==> config.mk <==
export PLATFORM = sky130hd
export DESIGN_NAME = mem_arb
export DESIGN_NICKNAME = d
export VERILOG_FILES = /design/src/rtl/mem_arb_pkg.sv /design/src/rtl/mem_arb_timer.sv /design/src/rtl/mem_arb.sv
export SDC_FILE = /design/constraint.sdc
export NUM_CORES = 1
export LEC_CHECK = 0
export ABC_AREA = 1
export BUFFER_PORTS_ARGS = -buffer_cell sky130_fd_sc_hd__clkbuf_2
export CAP_MARGIN = 15
export CELL_PAD_IN_SITES_DETAIL_PLACEMENT = 0
export CELL_PAD_IN_SITES_GLOBAL_PLACEMENT = 1
export CORE_MARGIN = 2
export CORE_UTILIZATION = 25
export DETAILED_ROUTE_END_ITERATION = 16
export PLACE_DENSITY_LB_ADDON = 0.1
export SYNTH_ARGS = -nofsm -noshare
export SYNTH_HDL_FRONTEND = slang
export SYNTH_SLANG_ARGS = --single-unit
==> constraint.sdc <==
create_clock -name clock -period 1.7 [get_ports clock]
set_clock_uncertainty 0.15 [all_clocks]
set_input_delay 0.17 -clock clock [delete_from_list [all_inputs] [get_ports clock]]
set_output_delay 0.17 -clock clock [all_outputs]
set_load 0.1 [all_outputs]
==> src/rtl/mem_arb_pkg.sv <==
// Shared types and constants for the IFU/LSU memory-port arbiter.
package mem_arb_pkg;

  typedef enum logic [1:0] {
    IDLE  = 2'd0,
    ISSUE = 2'd1,
    WAIT  = 2'd2
  } arb_state_t;

  localparam logic OWN_IFU = 1'b0;
  localparam logic OWN_LSU = 1'b1;

  localparam logic [31:0] ERR_DATA_DEF = 32'hDEAD_BEEF;

endpackage

==> src/rtl/mem_arb_timer.sv <==
// Saturating WAIT-cycle counter; expired flags the last allowed WAIT cycle.
module arb_timer #(
  parameter int TIMEOUT = 255
) (
  input  logic clk,
  input  logic rst_n,
  input  logic clear,
  input  logic enable,
  output logic expired
);

  localparam int TW = (TIMEOUT > 0) ? $clog2(TIMEOUT + 1) : 1;

  logic [TW-1:0] count;

  always_ff @(posedge clk) begin
    if (!rst_n) begin
      count <= '0;
    end else if (clear) begin
      count <= '0;
    end else if (enable && (count != TW'(TIMEOUT))) begin
      count <= count + 1'b1;
    end
  end

  generate
    if (TIMEOUT == 0) begin : g_no_wdog
      assign expired = 1'b0;
    end else begin : g_wdog
      assign expired = (count == TW'(TIMEOUT - 1));
    end
  endgenerate

endmodule

==> src/rtl/mem_arb.sv <==
// Round-robin arbiter sharing one memory port between IFU (read) and LSU
// (read/write), one outstanding transaction, with a response watchdog.
module mem_arb
  import mem_arb_pkg::*;
#(
  parameter int                ADDR_W   = 32,
  parameter int                DATA_W   = 32,
  parameter int                TIMEOUT  = 255,
  parameter logic [DATA_W-1:0] ERR_DATA = DATA_W'(ERR_DATA_DEF)
) (
  input  logic              clock,
  input  logic              reset,
  input  logic              ifu_reqValid,
  input  logic [ADDR_W-1:0] ifu_addr,
  output logic              ifu_respValid,
  output logic [DATA_W-1:0] ifu_rdata,
  input  logic              lsu_reqValid,
  input  logic              lsu_wen,
  input  logic [ADDR_W-1:0] lsu_addr,
  input  logic [DATA_W-1:0] lsu_wdata,
  input  logic [3:0]        lsu_wbmask,
  output logic              lsu_respValid,
  output logic [DATA_W-1:0] lsu_rdata,
  output logic              mem_reqValid,
  output logic              mem_wen,
  output logic [ADDR_W-1:0] mem_addr,
  output logic [DATA_W-1:0] mem_wdata,
  output logic [3:0]        mem_wbmask,
  input  logic              mem_respValid,
  input  logic [DATA_W-1:0] mem_rdata,
  output logic              owner,
  output logic              err_timeout,
  output logic              err_stray,
  output arb_state_t        dbg_state
);

  // Handshake: a requester holds reqValid high until its respValid strobe
  // (one cycle) and drops it in the following cycle. Requests are only
  // sampled in IDLE; toward RAM, mem_reqValid is a one-cycle pulse and the
  // RAM answers with a one-cycle mem_respValid while the arbiter is in WAIT.

  arb_state_t        state, state_nxt;
  logic              grant, grant_lsu;
  logic              resp, timeout_hit;
  logic [DATA_W-1:0] resp_data;
  logic              expired;

  arb_timer #(.TIMEOUT(TIMEOUT)) u_timer (
    .clk    (clock),
    .rst_n  (reset),
    .clear  (state == ISSUE),
    .enable (state == WAIT),
    .expired(expired)
  );

  always_comb begin
    state_nxt   = state;
    grant       = 1'b0;
    grant_lsu   = 1'b0;
    resp        = 1'b0;
    resp_data   = '0;
    timeout_hit = 1'b0;
    case (state)
      IDLE: begin
        if (ifu_reqValid || lsu_reqValid) begin
          grant     = 1'b1;
          // On a tie the requester that did not own the last grant wins.
          grant_lsu = lsu_reqValid && (!ifu_reqValid || (owner == OWN_IFU));
          state_nxt = ISSUE;
        end
      end
      ISSUE: state_nxt = WAIT;
      WAIT: begin
        if (mem_respValid) begin
          resp      = 1'b1;
          resp_data = mem_rdata;
          state_nxt = IDLE;
        end else if (expired) begin
          resp        = 1'b1;
          resp_data   = ERR_DATA;
          timeout_hit = 1'b1;
          state_nxt   = IDLE;
        end
      end
      default: state_nxt = IDLE;
    endcase
  end

  always_ff @(posedge clock) begin
    if (!reset) begin
      state       <= IDLE;
      owner       <= OWN_LSU;
      mem_wen     <= 1'b0;
      mem_addr    <= '0;
      mem_wdata   <= '0;
      mem_wbmask  <= 4'h0;
      err_timeout <= 1'b0;
      err_stray   <= 1'b0;
    end else begin
      state <= state_nxt;
      if (grant) begin
        owner <= grant_lsu ? OWN_LSU : OWN_IFU;
        if (grant_lsu) begin
          mem_wen    <= lsu_wen;
          mem_addr   <= lsu_addr;
          mem_wdata  <= lsu_wdata;
          mem_wbmask <= lsu_wbmask;
        end else begin
          mem_wen    <= 1'b0;
          mem_addr   <= ifu_addr;
          mem_wdata  <= '0;
          mem_wbmask <= 4'h0;
        end
      end
      if (timeout_hit) err_timeout <= 1'b1;
      if (mem_respValid && (state != WAIT)) err_stray <= 1'b1;
    end
  end

  assign mem_reqValid  = (state == ISSUE);
  assign ifu_respValid = resp && (owner == OWN_IFU);
  assign lsu_respValid = resp && (owner == OWN_LSU);
  assign ifu_rdata     = ifu_respValid ? resp_data : '0;
  assign lsu_rdata     = lsu_respValid ? resp_data : '0;
  assign dbg_state     = state;

endmodule
# Yosys cells after proc, flatten, opt, wreduce, memory -nomap -nowiden
# Index checks and enable logic that the tools add are counted.
[word_totals] output_inout_bits=141 word_cells=53 in_bits=138 reg_bits=82
[op_classes] muxes=23 n_bitwise=2 eq_ne=7 add_sub_neg=1 n_reduce_logical=11
[ops] op="$mux 32" count=7
[ops] op="$mux 1" count=11
[ops] op="$add 8x1->8 const B" count=1
[ops] op="$eq 8x8->1 const B" count=1
[ops] op="$ne 8x8->1 const B" count=1
[ops] op="$mux 2" count=3
[ops] op="$pmux 2 s3" count=1
[ops] op="$logic_and 1x1->1" count=5
[ops] op="$mux 4" count=1
[ops] op="$ne 2x2->1 const B" count=2
[ops] op="$ne 3x3->1 const B" count=1
[ops] op="$eq 2x1->1 const B" count=1
[ops] op="$eq 2x2->1 const B" count=1
[ops] op="$logic_not 2->1" count=1
[ops] op="$logic_or 1x1->1" count=2
[ops] op="$not 1->1" count=2
[ops] op="$reduce_and 2->1" count=1
[ops] op="$reduce_or 2->1" count=1
[ops] op="$logic_not 1->1" count=1

# Logic depth before layout (Yosys ltp)
# Gate-level depths: netlist (run 1).
[logic_depth] word_depth=6 ltp_mapped=8 mapped_depth_nobuf=8

# Cells and area by module
# Synthesis (run 1) repeated with hierarchy kept, for this count alone.
[hier_totals] cells_unflattened=645 hier_area_um2=4241.6
[by_module_without_submodules] module="mem_arb" area_each_um2=3764.9 n_inst=1 seq_area_each_um2=1481.4 cells_each=579
[by_module_without_submodules] module="arb_timer" area_each_um2=476.7 n_inst=1 seq_area_each_um2=160.2 cells_each=66

# Least setup slack after synthesis (run 1)
# Ideal clock, no wire load.
[synth_timing] path_type="flip-flop to output port" startpoint="reg state[1], in the netlist dbg_state[1]" endpoint="out ifu_rdata[14]" required_ns=1.380 slack_ns=-1.596 t_arrival_ns=2.976 n_path_buf=0 path_stages_with_launch=7 path_cell_list="dfxtp_1 > inv_1 > nor2_4 > inv_2 > nor2_4 > nand2_1 > nor2_1"
[synth_via] elab_chain_cells=4 elab_cells_between_ends=5 classes_between="eq/ne (1); mux (3); reduce/logical (1)"
[synth_lines] item="from (decl)" line="mem_arb.sv:42" text="arb_state_t state, state_nxt;"
[synth_lines] item="from (signal assigned)" line="mem_arb.sv:100" text="state <= state_nxt;"
[synth_lines] item="$eq 2x2->1 *" line="mem_arb.sv:63" text="case (state)"
[synth_lines] item="$mux 1" line="mem_arb.sv:63"
[synth_lines] item="$logic_and 1x1->1" line="mem_arb.sv:121" text="assign ifu_respValid = resp && (owner == OWN_IFU);"
[synth_lines] item="$mux 32 *" line="mem_arb.sv:123" text="assign ifu_rdata = ifu_respValid ? resp_data : '0;"
[synth_lines] item="to (decl)" line="mem_arb.sv:16" text="output logic [DATA_W-1:0] ifu_rdata,"
# Every way passes the cells marked *; elsewhere a longest branch is shown, timed or not.

# Worst setup path after layout (run 1)
[layout_timing] startpoint="reg u_timer.count[5]" endpoint="out lsu_rdata[1]"
[layout_via] elab_chain_cells=6 elab_cells_between_ends=9 classes_between="eq/ne (1); mux (7); reduce/logical (1)"
[layout_lines] item="from (decl)" line="mem_arb_timer.sv:14" text="logic [TW-1:0] count;"
[layout_lines] item="from (signal assigned)" line="mem_arb_timer.sv:22" text="count <= count + 1'b1;"
[layout_lines] item="$eq 8x8->1 *" line="mem_arb_timer.sv:30" text="assign expired = (count == TW'(TIMEOUT - 1));"
[layout_lines] item="$mux 1" line="mem_arb.sv:78" text="end else if (expired) begin"
[layout_lines] item="$mux 1" line="mem_arb.sv:74" text="if (mem_respValid) begin"
[layout_lines] item="$mux 1" line="mem_arb.sv:63"
[layout_lines] item="$logic_and 1x1->1" line="mem_arb.sv:122" text="assign lsu_respValid = resp && (owner == OWN_LSU);"
[layout_lines] item="$mux 32 *" line="mem_arb.sv:124" text="assign lsu_rdata = lsu_respValid ? resp_data : '0;"
[layout_lines] item="to (decl)" line="mem_arb.sv:23" text="output logic [DATA_W-1:0] lsu_rdata,"
# Marks and branches as above.

==> metrics.md, run 1 <==
| Metric | Value |
|---|---|
| Status | complete, but fails checks |
| Failing checks | negative setup slack |
| Multi-input logic area | 2380 sq um |
| Initial DRC Count | 140 |
| Routed Antenna Nets | 0 |
| RSZ-0062 raised after global routing | yes |
| Via/cell ratio | approximately 4.6 |
| TritonCTS buffer count | 9 |
| RePlAce Congestion | 0.804 |
| Sequential cell area fraction in the yosys report | between 40% and 50% |
| Setup ws final | -0.362 ns |
| Initial core utilization | 25.6% |
| Cell Pwr Density | 784 nW/um^2 |
| Die area | 15,900 sq um |
| Synth warn | 0 |
| Core area | 14,500 sq um |
| WP data required | ~1.4 ns |
| Largest area contributor in the netlist | dfxtp_1 |
| Synth top area share | 44.1% |
| Share of cells above drive strength 1 | 50.2% |
| Clock Tree Buf Depth | 2 |
| Peak VDD IR | 496 uV |
| Ranking of synthesized cells by area | dfxtp_1 (44%), nand2_1 (11%), a21oi_1 (10%) |
| CTS tree | yes |
| Grt total ovfl | 0 |
| Place WS | -0.0819 ns |
| Final min period | ~2.1 ns |
| Post-Layout Cell Count | 1,112 |
| Static leakage | ~3.8 nW |
| Max-Cap Viols | 0 |
| Worst-Skew Late Latency | roughly 0.33 ns |
| Critical path arrival | 1.74 ns |
| # fillers | 1,239 |
| Clk pin slew, worst setup/hold paths | 0.07 ns |
| Syn Area/Cell | around 7.2 sq um |
| Unique masters post-synth | 24 |
| I/O Pins | 279 |
| Placed Area | 7090 sq um |
| FF+latch area | 1660 sq um |
| Compound-cell area share of the yosys netlist | 20.8% |
| # diodes | 0 |
| Placed cell count | 981 |
| Row Count | 44 |
| CP Max Fanout | 4 |
| Final Hold Viols | 0 |
| Die Width | 126 um |
| DPL Wire Length | 11.5 mm |
| Kind of critical path | reg -> out |
| Nets | ~1,100 |
| Synthesized area | 3720 sq um |
| Multiplexer area fraction after synthesis | 0% |
| FF-to-FF setup slack | 0.09 ns |
| IO buf count | 278 |
| First-pass GRT wire length | between 20 and 30 mm |
| FF+latch count, synth | 82 |
| Fmax | 0.485 GHz |
| H-tree depth | 3 |
| Cells after synthesis | 515 |
| Largest net degree at the start of global routing | 65 |
| Crit. End Element | output pin |
| CTS Sinks | 82 |
| Worst min path class | in -> reg |
| GRT Total Usage | ~20% |
| Count of final max-slew check failures | 0 |
| Syn Nets | 655 |
| Post-route cell area | 8740 sq um |
| First-pass iteration count of the detailed router | 4 |
| Worst slew margin | between 60 and 70% |
| Period utilisation layout | 121% |
| Clock Tree Root | clkbuf_16 |
| Syn-to-layout area delta | 135% |
| Startpoint types | register |
| Adder-cell area share of the yosys netlist | less than 1% |
| # setup viols final | 66 |
| Vias in the first global route | between 5,000 and 6,000 |
| Largest family of logic cells by synthesized area | simple AND/OR/NAND/NOR gates |
| Actual slew at the worst max-slew pin | 0.571 ns |
| DR WL/cell | 14.7 um |
| Final core occ | 60.1% |
| Residual DRC | 0 |
| Height of the die | 126 um |
| DR vias | 5,067 |
| Simple-gate share of the synthesized area | between 20% and 30% |
| Initial antenna violation count | 0 |
| Post-Synth XOR/XNOR Area | 0.706% |
| Routed WL | 16.3 mm |
-- metrics by stage --
step           setup TNS (ns)  power, W  hold WS (ns)
3_3_place_gp            -2.01   0.00476         0.253
4_1_cts                -21.13   0.00686      0.000274
3_5_place_dp            -2.47   0.00479         0.255
6_report               -18.07   0.00685       0.00530
2_1_floorplan          -23.99   0.00412         0.158
5_1_grt                -24.51   0.00714        0.0114
-- Yosys cell counts --
cell and instances:
nand2_1 105, nor2_1 83, dfxtp_1 82, a21oi_1 78, o21ai_0 35, o22ai_1 32
nor2_2 20, inv_1 18, clkbuf_1 14, buf_2 12, buf_4 5, buf_6 4
nand2_2 4, nor2_4 4, inv_2 3, nand3_1 3, clkinv_1 2, ha_1 2
nand3_4 2, nand4_1 2, xor2_1 2, nand3_2 1, o21ai_2 1, xnor2_1 1
-- sequential cells by signal, indices dropped and copies added, names as in the netlist --
| register | count |
|---|---|
| mem_addr | 32 |
| owner | 1 |
| mem_wbmask | 4 |
| u_timer.count | 8 |
| dbg_state | 2 |
| mem_wdata | 32 |
| err_stray | 1 |
| err_timeout | 1 |
| mem_wen | 1 |
-- worst paths after layout --
kind	start	endpoint	depth (start not counted)
max	u_timer.count[5]	lsu_rdata[1]	9
max reg2reg	owner	mem_addr[10]	7
min reg2reg	err_timeout	err_timeout	2
min	lsu_addr[11]	mem_addr[11]	3
-- worst max-delay path, cell delays in order, from the launching register on --
cell	delay [ns]
dfxtp_2	0.34
nand2_2	0.07
nor2_4	0.13
nand3_4	0.09
nand2_4	0.09
nand3_4	0.11
buf_6	0.16
buf_12	0.12
nor2_4	0.11
buf_12	0.18
-- timing repair --
| action | CTS | global route |
|---|---|---|
| setup endpoints to repair | 66 | 112 |
| hold buffers | 92 | 0 |
| cloned | 1 | 2 |
| pin swaps | 19 | 12 |
| hold endpoints to repair | 69 | 0 |
| gates resized for setup | 26 | 18 |
| setup buffers | 17 | 5 |
-- area by class of cell --
type | instances | share of cell area (%)
inverter | 23 | 1.37
tap | 184 | 2.63
timing repair buffer | 432 | 46.6
clock buffer | 9 | 2.58
sequential | 82 | 19.0
multi-input combinational | 375 | 27.2
clock inverter | 7 | 0.615
-- cell families (layout without fill, tap and decap cells) --
group | count (synthesis) | count (layout)
simple gates | 224 | 224
compound gates | 146 | 146
flops | 82 | 82
buf+inv | 58 | 471
xor+xnor | 3 | 3
fa+ha+maj | 2 | 2
-- per-layer routing --
| layer | GRT usage, % | part of all wire [%] |
|---|---|---|
| met4 | 7.24 | 2.5 |
| met5 | 0 | 0 |
| met1 | 21.2 | 38 |
| met3 | 4.84 | 6.9 |
| met2 | 36.4 | 53 |
-- power by group --
| group | switching [W] | internal (W) | leakage, nW |
|---|---|---|---|
| sequential | 0.0000920 | 0.00208 | 0.678 |
| clock | 0.000825 | 0.000997 | 0.128 |
| combinational | 0.00207 | 0.000797 | 2.99 |
-- placed cells by master (no fill, tap or decap) --
cell             n
o22ai_1         32
inv_6            1
clkbuf_2       210
o21ai_0         35
clkinv_16        1
o21ai_4          1
ha_4             2
dlygate4sd3_1   92
nor2_2           1
inv_2            7
buf_4           36
nand2_8          2
clkinv_1         1
clkinvlp_4       5
inv_1           12
nand2_4          8
clkinv_2         1
a21oi_2          1
buf_12          83
clkbuf_16       11
xnor2_1          1
nand3_4          3
xor2_1           2
nand4_1          2
dfxtp_4          3
clkinv_4         2
buf_6            8
nor2_4          70
nand2_2          3
nor2_1          36
nand3_1          3
buf_16           1
dfxtp_1         73
a21oi_1         77
dfxtp_2          6
nand2_1         96
(Power assumes the default switching activity.)
==> inputs of run 2 (changes only) <==
--- a/config.mk
+++ b/config.mk
@@ -14,6 +14,7 @@
 export CORE_UTILIZATION = 25
 export DETAILED_ROUTE_END_ITERATION = 16
 export PLACE_DENSITY_LB_ADDON = 0.1
+export SETUP_SLACK_MARGIN = 0.5
 export SYNTH_ARGS = -nofsm -noshare
 export SYNTH_HDL_FRONTEND = slang
 export SYNTH_SLANG_ARGS = --single-unit
==> metrics.md, run 2 (synthesized netlist as in run 1, its figures left out) <==
| Metric | Value |
|---|---|
| Status | complete, but fails checks |
| Failing checks | negative setup slack |
| CTS Sinks | 82 |
| DPL Wire Length | about 11 mm |
| Max-Cap Viols | 0 |
| RSZ-0062 raised after global routing | yes |
| Clock Tree Root | clkbuf_16 |
| Count of final max-slew check failures | 0 |
| Clk pin slew, worst setup/hold paths | 0.06 ns |
| Critical path arrival | 1.66 ns |
| Crit path largest cell delay | ~0.33 ns |
| Static leakage | 4.73 nW |
| First-pass iteration count of the detailed router | 4 |
| I/O Pins | 279 |
| Via/cell ratio | 4.82 |
| Crit. End Element | output pin |
| First-pass GRT wire length | 26.9 mm |
| Syn-to-layout area delta | 205% |
| FF-to-FF setup slack | -0.06 ns |
| Core area | 14,500 sq um |
| Routed WL | 21.0 mm |
| H-tree depth | 3 |
| Residual DRC | 0 |
| Final core occ | 78.0% |
| Vias in the first global route | 5,350 |
| DR vias | 5,555 |
| Share of cells above drive strength 1 | 71.4% |
| Startpoint types | register |
| Cell Pwr Density | 747 nW/um^2 |
| Routed Antenna Nets | 0 |
| Row Count | 44 |
| Most common cell after layout, fill and taps aside | buf_12 |
| Clock Tree Buf Depth | 2 |
| Nets | about 1,100 |
| TritonCTS buffer count | 9 |
| Initial DRC Count | 206 |
| Commonest cells after routing, fill and taps aside | buf_12 (145), clkbuf_2 (142), dlygate4sd3_1 (100) |
| Crit-path cells | nand2_2, nor2_4, nand3_4, nand2_4, nand3_4, buf_12, nor2_4, buf_12 |
| Height of the die | around 130 um |
| Peak VDD IR | between 600 and 700 uV |
| DR WL/cell | about 18 um |
| # setup viols final | 76 |
| GRT Total Usage | 21.0% |
| Setup ws final | -0.284 ns |
| Largest net degree at the start of global routing | 39 |
| Initial core utilization | 25.6% |
| Fmax | 0.504 GHz |
| CTS tree | yes |
| Kind of critical path | reg -> out |
| Actual slew at the worst max-slew pin | around 0.55 ns |
| CP Max Fanout | 10 |
| Worst slew margin | 63.3% |
| IO buf count | 278 |
| Slowest CP cell | dfxtp_2 |
| Grt total ovfl | 0 |
| Worst hold margin | 0.0110 ns |
| WP data required | 1.38 ns |
| Final min period | 1.98 ns |
| Worst min path class | in -> reg |
| Worst-Skew Late Latency | 0.34 ns |
| Top flop regs | mem_addr x32, mem_wdata x32, u_timer.count x8 |
| Die Width | 126 um |
| Final Hold Viols | 0 |
| Period utilisation layout | 117% |
| Final Power | 0.00847 W |
| Die area | 15,900 sq um |
| Initial antenna violation count | 1 |
| RePlAce Congestion | around 0.80 |
[run 2: metrics by stage]
| stage | setup WS (ns) | TNS (ns) | area [sq um] | instances |
|---|---|---|---|---|
| after CTS | -0.323 | -21.27 | 9480 | 1129 |
| after detailed placement | -0.0300 | -0.177 | 7210 | 986 |
| final | -0.284 | -17.38 | 11300 | 1152 |
| after global placement | 0.0131 | 0 | 7210 | 986 |
| after floorplan | -0.405 | -24.10 | 4380 | 515 |
| after global routing | -0.360 | -23.23 | 11300 | 1152 |
[run 2: final cells by class]
| cell class | count | area [sq um] |
|---|---|---|
| antenna | 1 | 2.50 |
| clock buffer | 13 | 283 |
| clock inverter | 3 | 42.5 |
| fill | 852 | 3200 |
| inverter | 23 | 128 |
| multi-input combinational | 375 | 3160 |
| sequential | 82 | 1760 |
| tap | 184 | 230 |
| timing repair buffer | 471 | 5730 |
[run 2: critical path, delay by kind of cell, from the launching register on]
kind | cells | cell delay [ns]
AND/OR/NAND/NOR | 6 | 0.63
buffers and inverters | 2 | 0.37
flip-flops | 1 | 0.33
[run 2: repair_timing]
item / in CTS / in global routing
endpoints found under the hold margin: 70 / 0
setup buffers: 18 / 16
hold buffers: 100 / 0
cloned: 9 / 6
setup endpoints to repair: 222 / 223
gates resized for setup: 107 / 516
pin swaps: 25 / 58
[run 2: per-layer routing]
layer	vias up	wire length [um]	global-route usage, %
li1	2598	-	-
met1	2631	7870	22.7
met2	280	11000	38.9
met3	46	1420	4.67
met4	0	681	9.31
met5	-	0	0
[run 2: path summary, 6_finish.rpt]
path | start | to | depth (start not counted)
min | lsu_addr[9] | mem_addr[9] | 3
max | u_timer.count[6] | lsu_rdata[27] | 8
min reg2reg | mem_wdata[16] | mem_wdata[16] | 2
max reg2reg | owner | mem_wbmask[1] | 11
[run 2: where the power goes]
group          switching, W  internal [W]  total (W)
combinational       0.00244       0.00163    0.00407
clock              0.000811       0.00132    0.00213
sequential         0.000162       0.00211    0.00227
total               0.00341       0.00506    0.00847
